===== config.mk =====
export PLATFORM = sky130hd
export DESIGN_NAME = flght_mix_pipe
export DESIGN_NICKNAME = d
export VERILOG_FILES = /design/src/rtl/flght_mix_pipe.sv
export SDC_FILE = /design/constraint.sdc
export NUM_CORES = 1
export LEC_CHECK = 0
export BUFFER_PORTS_ARGS = -buffer_cell sky130_fd_sc_hd__buf_4
export CORE_MARGIN = 2
export CORE_UTILIZATION = 57
export CTS_CLUSTER_SIZE = 16
export DETAILED_ROUTE_END_ITERATION = 16
export PLACE_DENSITY_LB_ADDON = 0.1
export SLEW_MARGIN = 0
export SYNTH_ARGS = -nofsm -noshare
export SYNTH_HDL_FRONTEND = slang
export SYNTH_SLANG_ARGS = --single-unit

===== constraint.sdc =====
create_clock -name clk -period 3.9 [get_ports clk]
set_input_delay 0.195 -clock clk [delete_from_list [all_inputs] [get_ports clk]]
set_output_delay 0.195 -clock clk [all_outputs]
set_load 0.02 [all_outputs]

===== src/rtl/flght_mix_pipe.sv =====
// Quad-rotor motor mixer with arming/spin-up FSM, calibration hold, two-sided
// saturation, per-motor slew limiting and a 2-stage RUN pipeline.
module flght_mix_pipe #(
    parameter int SPD_W         = 11,
    parameter int THRST_W       = 9,
    parameter int PTERM_W       = 10,
    parameter int DTERM_W       = 12,
    parameter int MIN_RUN_SPEED = 'h2C0,
    parameter int CAL_SPEED     = 'h290,
    parameter int MIN_CLAMP     = 0,
    parameter int SLEW_MAX      = 'h040,
    parameter int SPINUP_STEP   = 'h010,
    parameter int SPINUP_DIV    = 1024
) (
    input  logic                      clk,
    input  logic                      rst,
    input  logic                      arm,
    input  logic                      inertial_cal,
    input  logic                      vld,
    input  logic [THRST_W-1:0]        thrst,
    input  logic signed [PTERM_W-1:0] ptch_pterm,
    input  logic signed [PTERM_W-1:0] roll_pterm,
    input  logic signed [PTERM_W-1:0] yaw_pterm,
    input  logic signed [DTERM_W-1:0] ptch_dterm,
    input  logic signed [DTERM_W-1:0] roll_dterm,
    input  logic signed [DTERM_W-1:0] yaw_dterm,
    output logic [SPD_W-1:0]          frnt_spd,
    output logic [SPD_W-1:0]          bck_spd,
    output logic [SPD_W-1:0]          lft_spd,
    output logic [SPD_W-1:0]          rght_spd,
    output logic                      spd_vld,
    output logic [1:0]                state
);

    localparam int SW    = SPD_W + 3;
    localparam int CNT_W = (SPINUP_DIV > 1) ? $clog2(SPINUP_DIV) : 1;

    localparam logic [SPD_W-1:0]     RUN_SPD   = SPD_W'(MIN_RUN_SPEED);
    localparam logic [SPD_W-1:0]     CAL_SPD   = SPD_W'(CAL_SPEED);
    localparam logic [SPD_W-1:0]     CLAMP_SPD = SPD_W'(MIN_CLAMP);
    localparam logic [SPD_W-1:0]     SLEW_SPD  = SPD_W'(SLEW_MAX);
    localparam logic [SPD_W:0]       STEP_SPD  = (SPD_W+1)'(SPINUP_STEP);
    localparam logic signed [SW-1:0] RUN_X     = SW'(MIN_RUN_SPEED);
    localparam logic signed [SW-1:0] MIN_X     = SW'(MIN_CLAMP);
    localparam logic signed [SW-1:0] MAX_X     = SW'((1 << SPD_W) - 1);
    localparam logic [CNT_W-1:0]     TICK_LAST = CNT_W'(SPINUP_DIV - 1);

    typedef enum logic [1:0] {
        IDLE   = 2'd0,
        SPINUP = 2'd1,
        RUN    = 2'd2,
        CAL    = 2'd3
    } state_t;

    state_t cur_state, nxt_state;

    logic [CNT_W-1:0] tick_cnt;
    logic             tick;
    logic [SPD_W:0]   ramp_sum;
    logic [SPD_W-1:0] ramp_nxt;
    logic             spin_done;

    logic signed [SW-1:0] thr_x, base_x, ptch_x, roll_x, yaw_x;
    logic signed [SW-1:0] mix_f, mix_b, mix_l, mix_r;
    logic signed [SW-1:0] s1_f, s1_b, s1_l, s1_r;
    logic                 s1_vld;

    logic [SPD_W-1:0] f_nxt, b_nxt, l_nxt, r_nxt;
    logic             spd_pulse;

    function automatic logic [SPD_W-1:0] sat(input logic signed [SW-1:0] s);
        if (s < MIN_X)      return CLAMP_SPD;
        else if (s > MAX_X) return '1;
        else                return s[SPD_W-1:0];
    endfunction

    function automatic logic [SPD_W-1:0] slew(input logic [SPD_W-1:0] prev,
                                              input logic [SPD_W-1:0] tgt);
        if (SLEW_SPD == '0)  return tgt;
        else if (tgt > prev) return ((tgt - prev) > SLEW_SPD) ? prev + SLEW_SPD : tgt;
        else                 return ((prev - tgt) > SLEW_SPD) ? prev - SLEW_SPD : tgt;
    endfunction

    assign state = cur_state;

    // Spin-up ramp: all four motors share one value, so frnt_spd stands for all.
    assign tick      = (cur_state == SPINUP) && (tick_cnt == TICK_LAST);
    assign ramp_sum  = {1'b0, frnt_spd} + STEP_SPD;
    assign ramp_nxt  = (ramp_sum >= {1'b0, RUN_SPD}) ? RUN_SPD : ramp_sum[SPD_W-1:0];
    assign spin_done = tick && (ramp_nxt == RUN_SPD);

    assign thr_x  = $signed({{(SW-THRST_W){1'b0}}, thrst});
    assign base_x = thr_x + RUN_X;
    assign ptch_x = $signed({{(SW-PTERM_W){ptch_pterm[PTERM_W-1]}}, ptch_pterm})
                  + $signed({{(SW-DTERM_W){ptch_dterm[DTERM_W-1]}}, ptch_dterm});
    assign roll_x = $signed({{(SW-PTERM_W){roll_pterm[PTERM_W-1]}}, roll_pterm})
                  + $signed({{(SW-DTERM_W){roll_dterm[DTERM_W-1]}}, roll_dterm});
    assign yaw_x  = $signed({{(SW-PTERM_W){yaw_pterm[PTERM_W-1]}}, yaw_pterm})
                  + $signed({{(SW-DTERM_W){yaw_dterm[DTERM_W-1]}}, yaw_dterm});
    assign mix_f  = base_x - ptch_x - yaw_x;
    assign mix_b  = base_x + ptch_x - yaw_x;
    assign mix_l  = base_x - roll_x + yaw_x;
    assign mix_r  = base_x + roll_x + yaw_x;

    // Disarm beats calibration, which beats every normal transition.
    always_comb begin
        nxt_state = cur_state;
        if (!arm) begin
            nxt_state = IDLE;
        end else if (inertial_cal) begin
            nxt_state = CAL;
        end else begin
            case (cur_state)
                IDLE:    nxt_state = SPINUP;
                SPINUP:  if (spin_done) nxt_state = RUN;
                CAL:     nxt_state = RUN;
                default: nxt_state = cur_state;
            endcase
        end
    end

    // Outputs follow the state being entered, so a pipeline sample in flight
    // when RUN is left simply never reaches the speed registers.
    always_comb begin
        spd_pulse = 1'b0;
        f_nxt     = frnt_spd;
        b_nxt     = bck_spd;
        l_nxt     = lft_spd;
        r_nxt     = rght_spd;
        case (nxt_state)
            IDLE: begin
                f_nxt = '0; b_nxt = '0; l_nxt = '0; r_nxt = '0;
            end
            SPINUP: begin
                if (cur_state != SPINUP) begin
                    f_nxt = '0; b_nxt = '0; l_nxt = '0; r_nxt = '0;
                end else if (tick) begin
                    f_nxt = ramp_nxt; b_nxt = ramp_nxt; l_nxt = ramp_nxt; r_nxt = ramp_nxt;
                    spd_pulse = 1'b1;
                end
            end
            CAL: begin
                if (cur_state != CAL) begin
                    f_nxt = CAL_SPD; b_nxt = CAL_SPD; l_nxt = CAL_SPD; r_nxt = CAL_SPD;
                    spd_pulse = 1'b1;
                end
            end
            RUN: begin
                if (cur_state == SPINUP) begin
                    f_nxt = ramp_nxt; b_nxt = ramp_nxt; l_nxt = ramp_nxt; r_nxt = ramp_nxt;
                    spd_pulse = 1'b1;
                end else if ((cur_state == RUN) && s1_vld) begin
                    f_nxt = slew(frnt_spd, sat(s1_f));
                    b_nxt = slew(bck_spd,  sat(s1_b));
                    l_nxt = slew(lft_spd,  sat(s1_l));
                    r_nxt = slew(rght_spd, sat(s1_r));
                    spd_pulse = 1'b1;
                end
            end
            default: ;
        endcase
    end

    always_ff @(posedge clk or posedge rst) begin
        if (rst) begin
            cur_state <= IDLE;
            tick_cnt  <= '0;
            s1_vld    <= 1'b0;
            s1_f      <= '0;
            s1_b      <= '0;
            s1_l      <= '0;
            s1_r      <= '0;
            frnt_spd  <= '0;
            bck_spd   <= '0;
            lft_spd   <= '0;
            rght_spd  <= '0;
            spd_vld   <= 1'b0;
        end else begin
            cur_state <= nxt_state;
            tick_cnt  <= ((cur_state != SPINUP) || tick) ? '0 : tick_cnt + CNT_W'(1);
            s1_vld    <= vld && (cur_state == RUN) && (nxt_state == RUN);
            if (vld && (cur_state == RUN)) begin
                s1_f <= mix_f;
                s1_b <= mix_b;
                s1_l <= mix_l;
                s1_r <= mix_r;
            end
            frnt_spd <= f_nxt;
            bck_spd  <= b_nxt;
            lft_spd  <= l_nxt;
            rght_spd <= r_nxt;
            spd_vld  <= spd_pulse;
        end
    end

endmodule

After elaboration in Yosys (flattened, before gate mapping) --
Index checks and enable logic that the tools add are counted.
Storage, ports and cells: bits in registers 114, bits in latches 0, RAM bits 0, bits in read-only memories 0, bits of input ports 80, output and inout bits 47, word-level logic and storage cells 144, memories kept 0
Operators by class: add/sub/neg operators 30, $mul 0, div/mod/pow operators 0, order comparisons 21, equality and inequality tests 13, shift-type cells 0, multiplexer cells 59, bitwise operators 0, reductions and logical operators 9
Operators by type and width (count):
- $mux 11 | 44
- $pmux 11 s4 | 4
- $gt 11x7->1 const B | 8
- $sub 11x11->11 | 8
- $gt 14x12->1 const B | 4
- $lt 14x1->1 const B | 4
- $add 11x7->11 const B | 4
- $gt 11x11->1 | 4
- $sub 11x7->11 const B | 4
- $add 10x12->13 | 3
- $add 12x13->14 | 2
- $add 14x13->14 | 2
- $sub 12x13->14 | 2
- $sub 14x13->14 | 2
- $add 11x5->12 const B | 1
- $ge 12x10->1 const B | 1
- $add 9x10->11 const B | 1
- $eq 11x10->1 const B | 1
- $add 10x1->10 const B | 1
- $eq 10x10->1 const B | 1
- $mux 10 | 1
- $eq 2x2->1 const B | 4
- $mux 2 | 3
- $ne 3x3->1 const B | 2
- 10 further kinds | 21

Logic depth before layout (Yosys ltp) --
Gate-level depths: netlist (run 1).
depth after elaboration 18, mapped depth 22, depth with buffers taken out 22

Least setup slack after synthesis (run 1) --
Ideal clock, no wire load.
path kind input-to-reg, start point input port yaw_pterm[0], end point register s1_l[13], setup time 133 ps, arrival time 4196 ps, data required time 3767 ps, path slack -429 ps, stages 21, buffers on the path 0, path through ha_1 fa_1 a21o_1 a21oi_1 o21bai_1 a21oi_1 o21bai_1 a21oi_1 nor2b_1 o21a_1 o21ai_0 o31ai_1 fa_1 inv_1 ha_1 or2_2 a21oi_1 a21oi_1 a21oi_1 xnor2_1 o21ai_0
On the way: longest elaborated chain between the ends 2
RTL lines:
- start: declaration | RTL line 23 | input logic signed [PTERM_W-1:0] yaw_pterm,
- $add 10x12->13 | RTL line 99 | + $signed({{(SW-DTERM_W){yaw_dterm[DTERM_W-1]}}, yaw_dterm});
- $add 14x13->14 | RTL line 102 | assign mix_l = base_x - roll_x + yaw_x;
- end signal: assignment | RTL line 185 | s1_l <= mix_l;
- end: declaration | RTL line 65 | logic signed [SW-1:0] s1_f, s1_b, s1_l, s1_r;
No other way between the ends. A chain may end at the register's enable or synchronous reset.

Final worst setup path (run 1) --
start point input port yaw_dterm[0], end point register s1_l[12]
On the way: longest elaborated chain between the ends 2
RTL lines:
- start: declaration | RTL line 26 | input logic signed [DTERM_W-1:0] yaw_dterm,
- $add 10x12->13 | RTL line 99
- $add 14x13->14 | RTL line 102
No other way between the ends.

==> impl_metrics.json, run 1 <==
{
  "synth_compound_area_share_pct": 23.6,
  "synth_warnings": 0,
  "hold_viol_final": 0,
  "clk_latency_ns": 0.43,
  "required_ns": 4.18,
  "cts-root-buf": "clkbuf_16",
  "tightestPinTransition_ns": 1.30,
  "grt_pass1_wl_mm": 72.0,
  "htreeDepth": 4,
  "min_path_type": "in -> reg",
  "drive_gt1_share_pct": 25.8,
  "slew_viol_final": 0,
  "rr_worst_depth": 16,
  "fin_worst_skew_ns": 0.0114,
  "critPathMaxStageDelay_ns": 0.55,
  "synth_area_um2": 15200,
  "synth_seq_cells": 113,
  "crit_chain": "buf_6, ha_4, fa_2, a21o_1, a21oi_2, o21bai_1, a21oi_2, o21bai_1, a21oi_2, nor2b_1, o21a_2, o31ai_4, fa_2, buf_6, inv_4, ha_4, or2_4, a21oi_4, buf_4, a21oi_1, xnor2_1, o21ai_1",
  "syn_nets": 2178,
  "r2r_end": "frnt_spd[2]$_DFFE_PP0P_",
  "ant_nets": 0,
  "synth_edf_count": 0,
  "synthSimpleGateAreaFrac_pct": 18.4,
  "setup_viol": 0,
  "synth_top_family_by_area": "compound AO/OA/AOI/OAI gates",
  "cp-end-kind": "register",
  "status": "finished clean",
  "core_area_um2": 26100,
  "grt.total_usage_pct": 31.3,
  "antenna_found_initial": 1,
  "multiInputGateArea_um2": 11900,
  "period_share_pct": 97.8,
  "postSynthAreaPerCell_um2": 8.14,
  "min_path_cells": 3,
  "critPathSlowestCell": "fa_2",
  "routed_wl_mm": 44.4,
  "utilization_pct": 73.8,
  "critical_path.top_delay_family": "compound AO/OA/AOI/OAI gates",
  "place.gp.congestion": 0.954,
  "rsz0062_at_grt": "true",
  "synth_cells": 1863,
  "ys_top_cells_by_area": "dfrtp_1 (19%), ha_1 (15%), fa_1 (6.3%)",
  "yosysTopAreaCell": "dfrtp_1",
  "async_reset_ff_share_pct": 100,
  "seq_area_um2": 2830,
  "maxSlewHeadroom_pct": 12.7,
  "io_buffer_count": 126,
  "cp.depth": 22,
  "dieArea_um2": 27900,
  "nFillCells": 2082,
  "holdWs_ns": 0.0903,
  "hpwl_mm": 35.5,
  "cts_tree": "built",
  "first_global_vias": 14600,
  "final_nets": 2490,
  "grt_start_max_net_pins": 110,
  "power.density_nw_per_um2": 917,
  "fp.dieH_um": 167,
  "ys_seq_area_share_pct": 18.6,
  "cp_max_fo": 3,
  "drtIter0Drc": 1135,
  "numCtsBuffers": 17,
  "detail_route.vias_per_cell": 5.96,
  "path_common_cell": "a21oi_2",
  "grt.overflow.total": 0,
  "crit_arrival_ns": 4.10,
  "drv_cap": 0,
  "crit_type": "in -> reg",
  "vdd_drop_max_mv": 0.748,
  "layout_commonest_cell": "buf_4",
  "dr.pass1.iters": 5,
  "vias": 15000,
  "ys.flop_type": "dfrtp_1",
  "timing.rr.start": "s1_f[11]$_DFFE_PP0P_",
  "ios": 127,
  "ys_types": 101,
  "area_growth_pct": 26.9,
  "clk_pin_slew_ns": 0.06,
  "period_minus_slack_ns": 3.82,
  "die_x_um": 167,
  "p_leak_uw": 0.00928,
  "final_cell_mix": "buf_4 (351), inv_1 (192), ha_1 (170)",
  "clockBufferDepth": 2,
  "max_freq_mhz": 262,
  "cts_num_sinks": 113,
  "start_kind": "input port",
  "post_drt_wl_per_cell_um": 17.6,
  "initial_core_util_pct": 58.2,
  "min_from": "inertial_cal",
  "whs_endpoint": "state[0]$_DFF_PP0_",
  "synth_adder_area_share_pct": 21.8,
  "path_buf_inv": 4,
  "rows": 59,
  "drc": 0,
  "synth-xor-area-share_pct": 8.03,
  "yosys.area.top_type_share_pct": 18.6,
  "ff2ff_setup_slack_ns": 0.13,
  "muxShareOfSynthArea_pct": 2.84
}
## worst register-to-register path, stage by stage, from the launching register on
cell and delay (ns):
dfrtp_1 0.41, or3_4 0.38, or2b_1 0.22, ha_4 0.23, ha_4 0.18, o21ba_2 0.24, nor3_2 0.05, o311ai_2 0.32
buf_4 0.19, or4b_4 0.47, o311ai_4 0.12, a221oi_4 0.08, nand3_2 0.13, and2_4 0.20, buf_12 0.11, mux2i_1 0.18
o221ai_1 0.13
## kinds of logic after synthesis
family | count (synthesis)
adder cells (fa/ha/maj) | 235
multiplexers | 40
buffers and inverters | 264
flip-flops | 113
AO/OA/AOI/OAI | 523
XOR/XNOR | 139
AND/OR/NAND/NOR | 549
## Yosys cell counts, types with 6 or more instances
cell and instances:
inv_1 199, o2111ai_1 6, nand2_1 140, fa_1 48, nor2b_1 24, a21oi_1 114, a31oi_1 15, and3_1 18
a21o_1 33, o21ai_0 120, and2_1 13, nor3_1 51, clkbuf_1 57, o31a_1 9, a41oi_1 6, or3_1 20
mux2_2 14, o211ai_1 9, o31ai_1 17, nor3b_1 7, a211oi_1 16, o22ai_1 7, o2bb2ai_1 9, nand2b_1 21
mux2i_1 25, nor4_1 9, a22o_1 6, nand4_1 11, o21a_1 23, nor2_1 130, nand3_1 41, a221oi_1 10
ha_1 187, or2_2 23, o21bai_1 33, dfrtp_1 113, xnor2_1 93, xor2_1 46
## power by group
group	leakage [uW]	switching (uW)	internal (uW)
clock	0.000280	625	964
sequential	0.00147	382	1500
combinational	0.00753	7500	6670
## area by class of cell
class	instances	share of cell area, %
diodes	1	0.0130
clock buffers	18	2.28
clock inverters	14	0.794
inverters	199	3.91
multi-input cells	1486	61.9
flip-flops and latches	113	14.7
well taps	335	2.18
repair buffers	358	14.2
## worst max path at each step
| stage | from | endpoint | slack (ns) |
|---|---|---|---|
| floorplan | yaw_pterm[0] | s1_l[13]$_DFFE_PP0P_ | -0.04 |
| global placement | yaw_pterm[0] | s1_l[13]$_DFFE_PP0P_ | -0.39 |
| global route | yaw_dterm[0] | s1_r[13]$_DFFE_PP0P_ | -0.10 |
| CTS | s1_l[1]$_DFFE_PP0P_ | lft_spd[7]$_DFFE_PP0P_ | 0.003 |
| detailed placement | yaw_pterm[0] | s1_l[13]$_DFFE_PP0P_ | -0.49 |
| finish | yaw_dterm[0] | s1_l[12]$_DFFE_PP0P_ | 0.08 |
## layer usage
layer  wire length [um]  vias up  track usage [%]
met5                  0        -                0
met3               2380      103             2.95
met4               1420        0             10.8
li1                   -     7238                -
met1              19600     7168             41.4
met2              21100      529             53.9
## stage by stage
step           TNS (ns)  total power, uW  worst slack, ns  cells  cell area [um^2]
3_3_place_gp      -3.43            14500           -0.391   2473             18000
4_1_cts               0            16600          0.00316   2509             18700
2_1_floorplan   -0.0944            10700          -0.0449   1863             15300
5_1_grt          -0.393            19100           -0.103   2524             19200
3_5_place_dp      -5.67            14800           -0.492   2473             18000
6_report              0            17600           0.0840   2524             19200
## what timing repair did
| item | in CTS | in global routing |
|---|---|---|
| pin swaps | 6 | 62 |
| setup buffers | 3 | 15 |
| hold endpoints to repair | 24 | 0 |
| endpoints found under the setup margin | 12 | 51 |
| gates resized for setup | 9 | 102 |
| hold buffers | 1 | 0 |
## state kept, by name, indices dropped and copies added (netlist names)
register / flops
tick_cnt: 10
spd_vld: 1
rght_spd: 11
lft_spd: 11
s1_vld: 1
s1_b: 14
state: 2
bck_spd: 11
s1_l: 14
frnt_spd: 11
s1_f: 14
s1_r: 13
Power figures use the tool's default switching activity.
==> run 2: changes to the inputs <==
- ABC_AREA: unset -> 1
==> run 2 against run 1 <==
Effect of this change:
- first-iteration DRC count increased by 22%
- sequential power decreased by 6%
- non-clock buffer count decreased by 87
- clock power increased by 8%
- highest routed layer unchanged
- fmax increased by 1.8%
- combinational power decreased by 12%
- cell area decreased by 1.2%
- wire length increased by 9.3%
- clock skew about the same
- utilization decreased by 4.8 points
- global-route usage increased by 2.3 points
- total power decreased by 9.6%
==> impl_metrics.json, run 2 <==
{
  "status": "finished clean",
  "layout_commonest_cell": "nand2_1",
  "drc": 0,
  "htreeDepth": 4,
  "vdd_drop_max_mv": 0.549,
  "vias": 16700,
  "total_power_uw": 16000,
  "crit_type": "in -> reg",
  "antenna_found_initial": 0,
  "first_global_vias": 15700,
  "period_share_pct": 96.1,
  "grt.total_usage_pct": 33.6,
  "final_nets": 2968,
  "postSynthAreaPerCell_um2": 6.60,
  "ant_nets": 0,
  "ys_types": 56,
  "ios": 127,
  "period_minus_slack_ns": 3.75,
  "maxSlewHeadroom_pct": 27.2,
  "fp.dieH_um": 171,
  "final_cell_count_no_fill": 3044,
  "drv_cap": 0,
  "dr.pass1.iters": 6,
  "path_buf_inv": 3,
  "cts_tree": "built",
  "biggestRegsByFlops": "s1_b (14), s1_f (14), s1_l (14)",
  "core_area_um2": 27600,
  "start_kind": "input port",
  "ys.flop_type": "dfrtp_1",
  "synth_warnings": 0,
  "grt.overflow.total": 0,
  "final_cell_mix": "nand2_1 (638), inv_1 (426), buf_4 (270)",
  "clk_latency_ns": 0.43,
  "synth_common_cells": "nand2_1 (638), inv_1 (427), ha_1 (187)",
  "yosysMostFrequentCell": "nand2_1",
  "post_drt_wl_per_cell_um": 16.0,
  "ys_seq_area_share_pct": 17.8,
  "clockBufferDepth": 2,
  "place.gp.congestion": 0.949,
  "critPathMaxStageDelay_ns": 0.50,
  "placed_cells": 3008,
  "path_common_cell": "o21ai_0",
  "ys_top_cells_by_area": "dfrtp_1 (18%), nand2_1 (15%), ha_1 (15%)",
  "p_sw_uw": 8750,
  "critPathSlowestCell": "fa_1",
  "cts_num_sinks": 113,
  "synth_cells": 2399,
  "grt_pass1_wl_mm": 77.8,
  "fin_worst_skew_ns": 0.0112,
  "pwr-share-seq_pct": 11.1,
  "drive_gt1_share_pct": 16.3,
  "required_ns": 4.18,
  "rows": 61,
  "dieArea_um2": 29100,
  "area_growth_pct": 19.9,
  "routed_wl_mm": 48.6,
  "yosysTopAreaCell": "dfrtp_1",
  "initial_core_util_pct": 57.5,
  "cp-end-kind": "register",
  "drtIter0Drc": 1383,
  "power.density_nw_per_um2": 840,
  "async_reset_ff_share_pct": 100,
  "setup_viol": 0,
  "cp_max_fo": 4,
  "io_buffer_count": 126,
  "numCtsBuffers": 17,
  "dp_slack_ns": -0.412,
  "fin_ws_ns": 0.151,
  "grt_start_max_net_pins": 81,
  "critical_path.top_delay_family": "compound AO/OA/AOI/OAI gates",
  "die_x_um": 171,
  "max_freq_mhz": 267,
  "p_clk_share_pct": 10.7,
  "synth_seq_cells": 113,
  "slew_viol_final": 0,
  "power_frac_comb_pct": 78.2,
  "crit_chain": "buf_4, ha_1, fa_1, a21oi_2, o21bai_1, a21oi_1, o21bai_1, buf_4, xnor2_2, fa_1, inv_1, ha_1, nand2_1, o21ai_0, a21boi_2, o21ai_0, a21oi_1, nor2_1, nor2_1, xnor2_1, o21ai_0",
  "holdWs_ns": 0.0349,
  "hold_viol_final": 0,
  "syn_nets": 2714,
  "cp.depth": 21,
  "tightestPinTransition_ns": 1.09,
  "p_leak_uw": 0.0108,
  "synth_edf_count": 0,
  "synth_area_um2": 15800,
  "utilization_pct": 69.0,
  "crit_arrival_ns": 4.03,
  "rr_worst_depth": 17,
  "cts-root-buf": "clkbuf_16",
  "intPower_uw": 7210,
  "yosys.area.top_type_share_pct": 17.8,
  "clk_pin_slew_ns": 0.06,
  "min_path_type": "in -> reg",
  "detail_route.vias_per_cell": 5.47,
  "hpwl_mm": 39.3,
  "power.share.switching_pct": 54.8,
  "min_path_cells": 3
}
-- run 2: changes by cell type after synthesis, sizes merged, moves of 24 or more --
| cell | before | now |
|---|---|---|
| nand3 | 42 | 189 |
| a21oi | 116 | 169 |
| clkbuf | 57 | 22 |
| nand4 | 11 | 46 |
| xnor2 | 93 | 15 |
| nor3 | 53 | 21 |
| nand2 | 140 | 662 |
| mux2i | 26 | 0 |
| inv | 199 | 450 |
| xor2 | 46 | 91 |
| nor2b | 24 | 0 |
-- run 2: cell type report --
cell class,instances,area (um^2)
Antenna cell,1,2.50
Clock buffer,19,453
Clock inverter,12,181
Fill cell,2415,8550
Inverter,451,1710
Multi-Input combinational cell,1799,11300
Sequential cell,113,2830
Tap cell,378,473
Timing Repair Buffer,271,2040
-- run 2: tightest hold or removal path, cell delays in order --
cell and delay (ns):
buf_4 0.10, o21ai_0 0.08, inv_1 0.05
-- run 2: per-layer routing --
| layer | global-route usage [%] | share of wire (%) |
|---|---|---|
| met5 | 0 | 0 |
| met4 | 11.6 | 3.5 |
| met3 | 4.16 | 6.2 |
| met2 | 56.6 | 47 |
| met1 | 44.7 | 44 |
-- run 2: stage by stage --
step           instance area, um^2  TNS (ns)
2_1_floorplan                15800         0
3_3_place_gp                 18100     -2.52
3_5_place_dp                 18100     -4.67
4_1_cts                      18800         0
5_1_grt                      19000    -0.316
6_report                     19000         0
-- run 2: cell families (layout without fill, tap and decap cells) --
family / Yosys count / count (layout) / synth area share [%]
compound gates: 394 / 394 / 14.0
xor+xnor: 106 / 106 / 5.86
fa+ha+maj: 235 / 235 / 20.8
buf+inv: 487 / 753 / 11.9
flops: 113 / 113 / 17.8
other cells: 0 / 1 / 0
simple gates: 1064 / 1064 / 29.5
-- run 2: path summary, 6_finish.rpt --
check                                               end             startpoint  slack [ns]
min in group asynchronous           s1_f[8]$_DFFE_PP0P_                    rst        0.48
max in group asynchronous        lft_spd[6]$_DFFE_PP0P_                    rst        2.53
worst max-delay path               s1_b[13]$_DFFE_PP0P_          ptch_pterm[0]        0.15
worst min register to register    tick_cnt[0]$_DFF_PP0_  tick_cnt[0]$_DFF_PP0_        0.48
worst max register to register  rght_spd[5]$_DFFE_PP0P_   s1_r[11]$_DFFE_PP0P_        0.30
worst min-delay path                 state[1]$_DFF_PP0_           inertial_cal        0.03
-- run 2: power by group through the flow --
stage	clock network [uW]	logic [uW]	registers, uW
after global placement	0	11700	1760
final	1710	12500	1770
after floorplan	0	8350	1720
after detailed placement	0	11900	1770
after CTS	1710	12000	1760
after global routing	1760	14000	1800
-- run 2: repair_timing --
| action | CTS | global route |
|---|---|---|
| endpoints found under the hold margin | 53 | 0 |
| gates resized for setup | 1 | 49 |
| gates cloned | 0 | 0 |
| hold buffers | 1 | 0 |
| pin swaps | 0 | 9 |
| buffers inserted | 0 | 3 |
| endpoints found under the setup margin | 1 | 30 |
